[src/rtl/reg_port_sequencer.sv]
// Operand-fetch sequencer for the single-port register bank: fetches rs1/rs2 with
// sequential port reads, hands operands to execute, and yields the port to writeback.
module reg_port_sequencer #(
    parameter int unsigned DATA_WIDTH     = 32,
    parameter int unsigned REG_ADDR_WIDTH = 4
) (
    input  logic                      clk,
    input  logic                      reset,
    input  logic                      req_valid,
    output logic                      req_ready,
    input  logic [REG_ADDR_WIDTH-1:0] req_rs1,
    input  logic [REG_ADDR_WIDTH-1:0] req_rs2,
    input  logic                      req_use_rs2,
    output logic                      op_valid,
    input  logic                      op_ready,
    output logic [DATA_WIDTH-1:0]     op_rs1_data,
    output logic [DATA_WIDTH-1:0]     op_rs2_data,
    input  logic                      wb_valid,
    output logic                      wb_ready,
    input  logic [REG_ADDR_WIDTH-1:0] wb_rd,
    input  logic [DATA_WIDTH-1:0]     wb_data,
    output logic [REG_ADDR_WIDTH-1:0] rb_reg_num,
    output logic                      rb_write_en,
    output logic [DATA_WIDTH-1:0]     rb_data_in,
    input  logic [DATA_WIDTH-1:0]     rb_data_out
);

    typedef enum logic [1:0] {IDLE, READ1, READ2, HOLD} state_e;

    state_e                    state_q, state_d;
    logic [REG_ADDR_WIDTH-1:0] rs1_q, rs1_d;
    logic [REG_ADDR_WIDTH-1:0] rs2_q, rs2_d;
    logic                      use_rs2_q, use_rs2_d;
    logic [DATA_WIDTH-1:0]     rs1_data_q, rs1_data_d;
    logic [DATA_WIDTH-1:0]     rs2_data_q, rs2_data_d;

    logic wb_active;
    logic wb_fwd;
    logic accept;

    always_ff @(posedge clk) begin
        if (reset) begin
            state_q    <= IDLE;
            rs1_q      <= '0;
            rs2_q      <= '0;
            use_rs2_q  <= 1'b0;
            rs1_data_q <= '0;
            rs2_data_q <= '0;
        end else begin
            state_q    <= state_d;
            rs1_q      <= rs1_d;
            rs2_q      <= rs2_d;
            use_rs2_q  <= use_rs2_d;
            rs1_data_q <= rs1_data_d;
            rs2_data_q <= rs2_data_d;
        end
    end

    always_comb begin
        state_d     = state_q;
        rs1_d       = rs1_q;
        rs2_d       = rs2_q;
        use_rs2_d   = use_rs2_q;
        rs1_data_d  = rs1_data_q;
        rs2_data_d  = rs2_data_q;
        rb_reg_num  = '0;
        rb_write_en = 1'b0;
        rb_data_in  = '0;

        req_ready = (state_q == IDLE) || ((state_q == HOLD) && op_ready);
        accept    = req_valid && req_ready;
        wb_active = wb_valid && !reset;
        wb_fwd    = wb_active && (wb_rd != '0);

        // Writeback owns the port whenever present; operand reads stall behind it.
        if (wb_active) begin
            rb_reg_num  = wb_rd;
            rb_write_en = 1'b1;
            rb_data_in  = wb_data;
        end else if (state_q == READ1) begin
            rb_reg_num = rs1_q;
        end else if (state_q == READ2) begin
            rb_reg_num = rs2_q;
        end

        case (state_q)
            READ1: begin
                if (!wb_active) begin
                    rs1_data_d = rb_data_out;
                    state_d    = (use_rs2_q && (rs2_q != '0)) ? READ2 : HOLD;
                end
            end
            READ2: begin
                if (!wb_active) begin
                    rs2_data_d = rb_data_out;
                    state_d    = HOLD;
                end
            end
            HOLD: begin
                if (op_ready) state_d = IDLE;
            end
            default: ;
        endcase

        // Keep already-captured operands coherent with writes landing after their read.
        if (wb_fwd && ((state_q == READ2) || (state_q == HOLD)) && (wb_rd == rs1_q))
            rs1_data_d = wb_data;
        if (wb_fwd && (state_q == HOLD) && use_rs2_q && (wb_rd == rs2_q))
            rs2_data_d = wb_data;

        // Skipped reads leave their operand at zero; pending reads overwrite it later.
        if (accept) begin
            rs1_d      = req_rs1;
            rs2_d      = req_rs2;
            use_rs2_d  = req_use_rs2;
            rs1_data_d = '0;
            rs2_data_d = '0;
            if (req_rs1 != '0)
                state_d = READ1;
            else if (req_use_rs2 && (req_rs2 != '0))
                state_d = READ2;
            else
                state_d = HOLD;
        end
    end

    assign op_valid    = (state_q == HOLD);
    assign op_rs1_data = rs1_data_q;
    assign op_rs2_data = rs2_data_q;
    assign wb_ready    = !reset;

endmodule

[config.mk]
export PLATFORM = sky130hd
export DESIGN_NAME = reg_port_sequencer
export DESIGN_NICKNAME = d
export VERILOG_FILES = /design/src/rtl/reg_port_sequencer.sv
export SDC_FILE = /design/constraint.sdc
export NUM_CORES = 1
export LEC_CHECK = 0
export ABC_AREA = 0
export BUFFER_PORTS_ARGS = -buffer_cell sky130_fd_sc_hd__buf_2
export CAP_MARGIN = 15
export CORE_MARGIN = 5
export CORE_UTILIZATION = 48
export DETAILED_ROUTE_END_ITERATION = 8
export PLACE_DENSITY = 0.86
export SYNTH_ARGS = -nofsm -noshare
export SYNTH_HDL_FRONTEND = slang
export SYNTH_SLANG_ARGS = --single-unit
[constraint.sdc]
create_clock -name clk -period 2.1 [get_ports clk]
set_input_delay 0.42 -clock clk [delete_from_list [all_inputs] [get_ports clk]]
set_output_delay 0.42 -clock clk [all_outputs]
set_load 0.02 [all_outputs]
== After elaboration in Yosys (flattened, before gate mapping) ==
Index checks and enable logic that the tools add are counted.
Word-level totals
  logic and storage cells: 60
  flip-flop bits (word level): 75
  input port bits: 82
  output and inout port bits: 104
Cells by class
  multiplexer cells: 18
  reductions and logical operators: 26
  eq/ne operators: 10
Operators by type and width (count)
  32-bit two-way mux: 6
  4-bit nonzero test: 5
  4-bit two-way mux: 3
  1-bit logical AND: 11
  2-bit two-way mux: 5
  4-bit == test: 2
  3-bit inequality test, second input constant: 2
  2-bit case mux with 3 select lines: 1
  2-bit == test, second input constant: 2
  2-bit by 1-bit inequality test with 1-bit output, second input constant: 2
  2-bit AND reduction: 2
  4-bit AND reduction: 1
  2-bit nonzero test: 2
  1-bit two-way mux: 3
  3-bit by 1-bit inequality test with 1-bit output, second input constant: 1
  2-bit by 1-bit == test with 1-bit output, second input constant: 1
  2-bit zero test: 1
  1-bit logical OR: 2
  2-bit OR reduction: 1
  1-bit zero test: 1

== Longest topological paths before layout ==
  depth in word-level cells: 8
  gate-level depth with buffers: 8
  depth with buffers taken out: 6

== Worst setup path after synthesis ==
No wires, ideal clock.
  path kind: reg2out
  start: reg state_q[0]
  end: out rb_reg_num[0]
  cell stages (with the launch flop): 9
  slack: -0.134 ns
  arrival time: 1.814 ns
  buffers on the path: 2
  required time: 1.680 ns
  cells stage by stage: dfxtp_1 -> inv_1 -> ha_1 -> clkbuf_1 -> clkbuf_1 -> nand2_1 -> nor2_1 -> a21oi_1 -> o21ai_0
On the way
  cells in the longest elaborated chain, start to end: 4
  elaborated cells on any way between the ends: 5
  those cells by class: 2 x eq/ne; 3 x mux
Ends and longest elaborated chain
  start: declaration: RTL line 30  | state_e state_q, state_d;
  start signal: assignment: RTL line 50  | state_q <= state_d;
  2-bit == test: RTL line 82  | end else if (state_q == READ2) begin
  4-bit two-way mux: RTL line 82
  4-bit two-way mux (*): RTL line 80  | end else if (state_q == READ1) begin
  4-bit two-way mux (*): RTL line 76  | if (wb_active) begin
  end: declaration: RTL line 22  | output logic [REG_ADDR_WIDTH-1:0] rb_reg_num,
Mark *: on every way between the ends. The rest lies on a longest branch, timed or not.

== Final worst setup path ==
  start: reg state_q[0]
  end: out req_ready
On the way
  cells in the longest elaborated chain, start to end: 3
  elaborated cells on any way between the ends: 4
  those cells by class: 1 x eq/ne; 3 x reduce/logical
Ends and longest elaborated chain
  2-bit == test: RTL line 70  | req_ready = (state_q == IDLE) || ((state_q == HOLD) && op_ready);
  1-bit logical AND: RTL line 70
  1-bit logical OR (*): RTL line 70
  end: declaration: RTL line 10  | output logic req_ready,
Marks and branches as above.

==> results summary <==
The number of I/O pins is 186. The number of design rule violations left after detail routing came out at 0. The total negative slack is 0 ps. The ratio of total power to cell area is 930 nW/µm². In this run the tool buffered the top-level ports with 185 buffer cells. Counting both buffers and inverters, the worst setup path holds a total of 3. The register bit total from synthesis came out at 75. The share of the clock period used by the worst path after layout came out at 0.959. The detail-routed net length per standard cell came out at 16.7 µm.

The slowest stage cell on the critical path is dfxtp_2. Clock-pin slew was measured on the worst setup and hold paths at 80 ps. The depth of the CTS H-tree is 3. The total setup buffers inserted after CTS is 0. The worst slew slack as a fraction of its limit came out at 0.723. The number of antenna violations at the first check in global routing is 0. The most common cell after layout, fill and taps aside is buf_2. The aggregate routed wire length is 13200 µm. The via count is 4403. Excluding fillers, the count of instances in the completed layout stands at 786. The largest driver fanout on the critical path came out at 12. The transition time of the tightest slew-check pin is 411 ps.

The worst hold path belongs to the class primary input to flip-flop. For met1 alone, demand over resource in global routing was 0.275. The critical path is of the flip-flop to primary output type. The half-perimeter wire length after detailed placement came out at 9630 µm.

The summed instance area of the synthesized netlist came out at 4350 µm². Counting tap cells, the placed design contains a total of 771 instances. The arrival time reported for the critical path endpoint is 1590 ps. In this run the most used layer during global routing was met2. The clock reaches the later pin of the worst-skew pair after 340 ps. Setup violations remaining at the end of the flow were counted as 0. The analysis attributes to cell leakage a power of 0.00298 µW. Entering global routing, the biggest net connects 98 pins. The hold buffer count at cts came out at 0. The worst-case IR drop observed on VDD is 0.391 mV.

The vertical die dimension came out at 105 µm. The all-layer global routing usage is 0.229. The number of nets in the synthesized netlist came out at 593. The clock tree from TritonCTS is built. Once layout is complete, the utilization of the core stands at 0.651.

The setup clock skew after layout came out at 9.41 ps. STA classifies the critical path endpoint as a primary output. The cell sitting at the root of the clock tree is a clkbuf_8.

The Yosys warning count came out at 0. The maximum operating frequency came out at 497 MHz. In the final layout, the share of cells above drive strength 1 is 0.348. The worst-case clock buffer depth is 2. The worst setup path is launched from a flip-flop. 0 antenna diodes ended up in the layout. The fill cell total of the finished layout came out at 732. In the layout the commonest cells are buf_2, dfxtp_1, mux2i_1. Setup repair after global routing left no endpoint under its margin.

The number of hold violations in the final report came to 0. The met3 demand-to-capacity share in global routing came out at 0.0623. The placer's final routability congestion estimate came out at 0.817. The largest total area in the synthesized netlist belongs to dfxtp_1. The via count of the first global-routing pass is 4403. The number of nets in the layout is 760. For this run, global-route usage on met2 was measured as 0.401. The count of final max-slew check failures came out at 0. The overall die width came out at 105 µm. By area the synthesized netlist is led by dfxtp_1, mux2i_1, a21o_1. The data required time of the critical path came out at 1680 ps. The critical path goes through ha_1 -> buf_4 -> a21o_1 -> buf_6 -> buf_2. The instance count of the mapped netlist is 507.

The overall power of the completed layout is 5310 µW. The clock sink count came out at 75. Counting the buffers created by CTS gives 9. The wire length of the first global-routing pass is 21300 µm. The first routing iteration left 136 violations. The worst hold slack is 340 ps. The number of max-capacitance violations reported came out at 0. Of the post-synthesis cell area, the dominant cell type holds 0.345. Of the synthesized area, sequential elements account for 0.345. The number of search-and-repair iterations in the first detailed-routing pass is 4. The routed design could run at a clock period as short as 2010 ps. Grouping stages by cell kind, the critical path spends the most delay in buffers and inverters. The full die area is 11100 µm². Counting distinct cell types in the post-synthesis netlist gives 36.

The number of rows in the core area came out at 34. The run finished with clean final reports. For this run the aggregate overflow at the end of global routing stands at 0.

The number of vias per cell after detailed routing is 5.60. The mean cell area of the mapped netlist is 8.57 µm². The core region is 8760 µm². For this configuration, the core starts out at a cell density of 0.496. Once detail routing completed, the nets flagged for antenna violations numbered 0. The largest incremental delay on the critical path is 360 ps. The layout overhead on the synthesized area came out at 31.3%.
timing repair:
action                     in CTS  in global routing
pin swaps                       0                  1
setup endpoints to repair       1                 18
gates resized for setup         1                  6
hold endpoints to repair        0                  0
routing by layer:
layer / vias to the layer above / routed length [µm]
met4: 0 / 190
met2: 184 / 6590
met1: 2056 / 5420
met5: - / 0
met3: 19 / 963
li1: 2144 / -
where the power goes:
| group | internal [µW] | switching, µW |
|---|---|---|
| sequential | 1690 | 176 |
| combinational | 878 | 1340 |
| clock | 699 | 531 |
area by class of cell:
class | count | area (µm²) | share of cell area
multi-input cells | 375 | 2650 | 0.463
flip-flops and latches | 75 | 1500 | 0.263
repair buffers | 207 | 1180 | 0.207
clock buffers | 11 | 141 | 0.0248
well taps | 108 | 135 | 0.0237
clock inverters | 4 | 73.8 | 0.0129
inverters | 6 | 27.5 | 0.00482
cells in the mapped netlist (all sizes together):
library cell   n
nor3b          1
o211ai        33
clkbuf        40
a211oi         2
a21boi        32
buf           11
nand2         52
nor2b          2
a22oi          1
clkinv         1
dfxtp         75
ha             4
nor2           4
o21ai         37
nand3         10
a311o          1
or2            1
a2111o         1
or4            3
o221ai         1
inv            5
and3          32
a21oi         16
o41ai          1
xnor2          3
nand2b         3
a21o          34
and2          32
xor2           2
mux2i         64
nor4           3
sequential cells by signal, indices dropped and copies added (netlist names):
register,count
op_rs2_data,32
op_rs1_data,32
use_rs2_q,1
rs2_q,4
state_q,2
rs1_q,4
logic make-up after synthesis:
group,synth area share
AOI/OAI and AO/OA,0.248
xor gates and xnor gates,0.0101
adders and majority gates,0.0115
buffers and inverters,0.0610
DFF,0.345
muxes,0.147
and+or+nand+nor,0.177
worst paths after layout:
| check | from | end | slack (ps) | cells past startpoint |
|---|---|---|---|---|
| max | state_q[0]$_SDFFE_PP0P_ | req_ready | 90 | 5 |
| min | req_rs2[3] | rs2_q[3]$_SDFFE_PP0P_ | 340 | 3 |
| max reg2reg | state_q[0]$_SDFFE_PP0P_ | op_rs1_data[12]$_SDFFE_PP0P_ | 200 | 6 |
| min reg2reg | use_rs2_q$_SDFFE_PP0P_ | use_rs2_q$_SDFFE_PP0P_ | 500 | 2 |
tightest hold or removal path, stage by stage:
cell	delay, ps
buf_2	110
nand3_1	60
a21oi_1	50
metrics by stage:
step	instance area, µm²	setup slack (ps)
3_5_place_dp	5460	38.2
4_1_cts	5680	-0.965
3_3_place_gp	5460	81.9
2_1_floorplan	4350	17.1
6_report	5710	86.5
5_1_grt	5710	13.9
(Power assumes the default switching activity.)
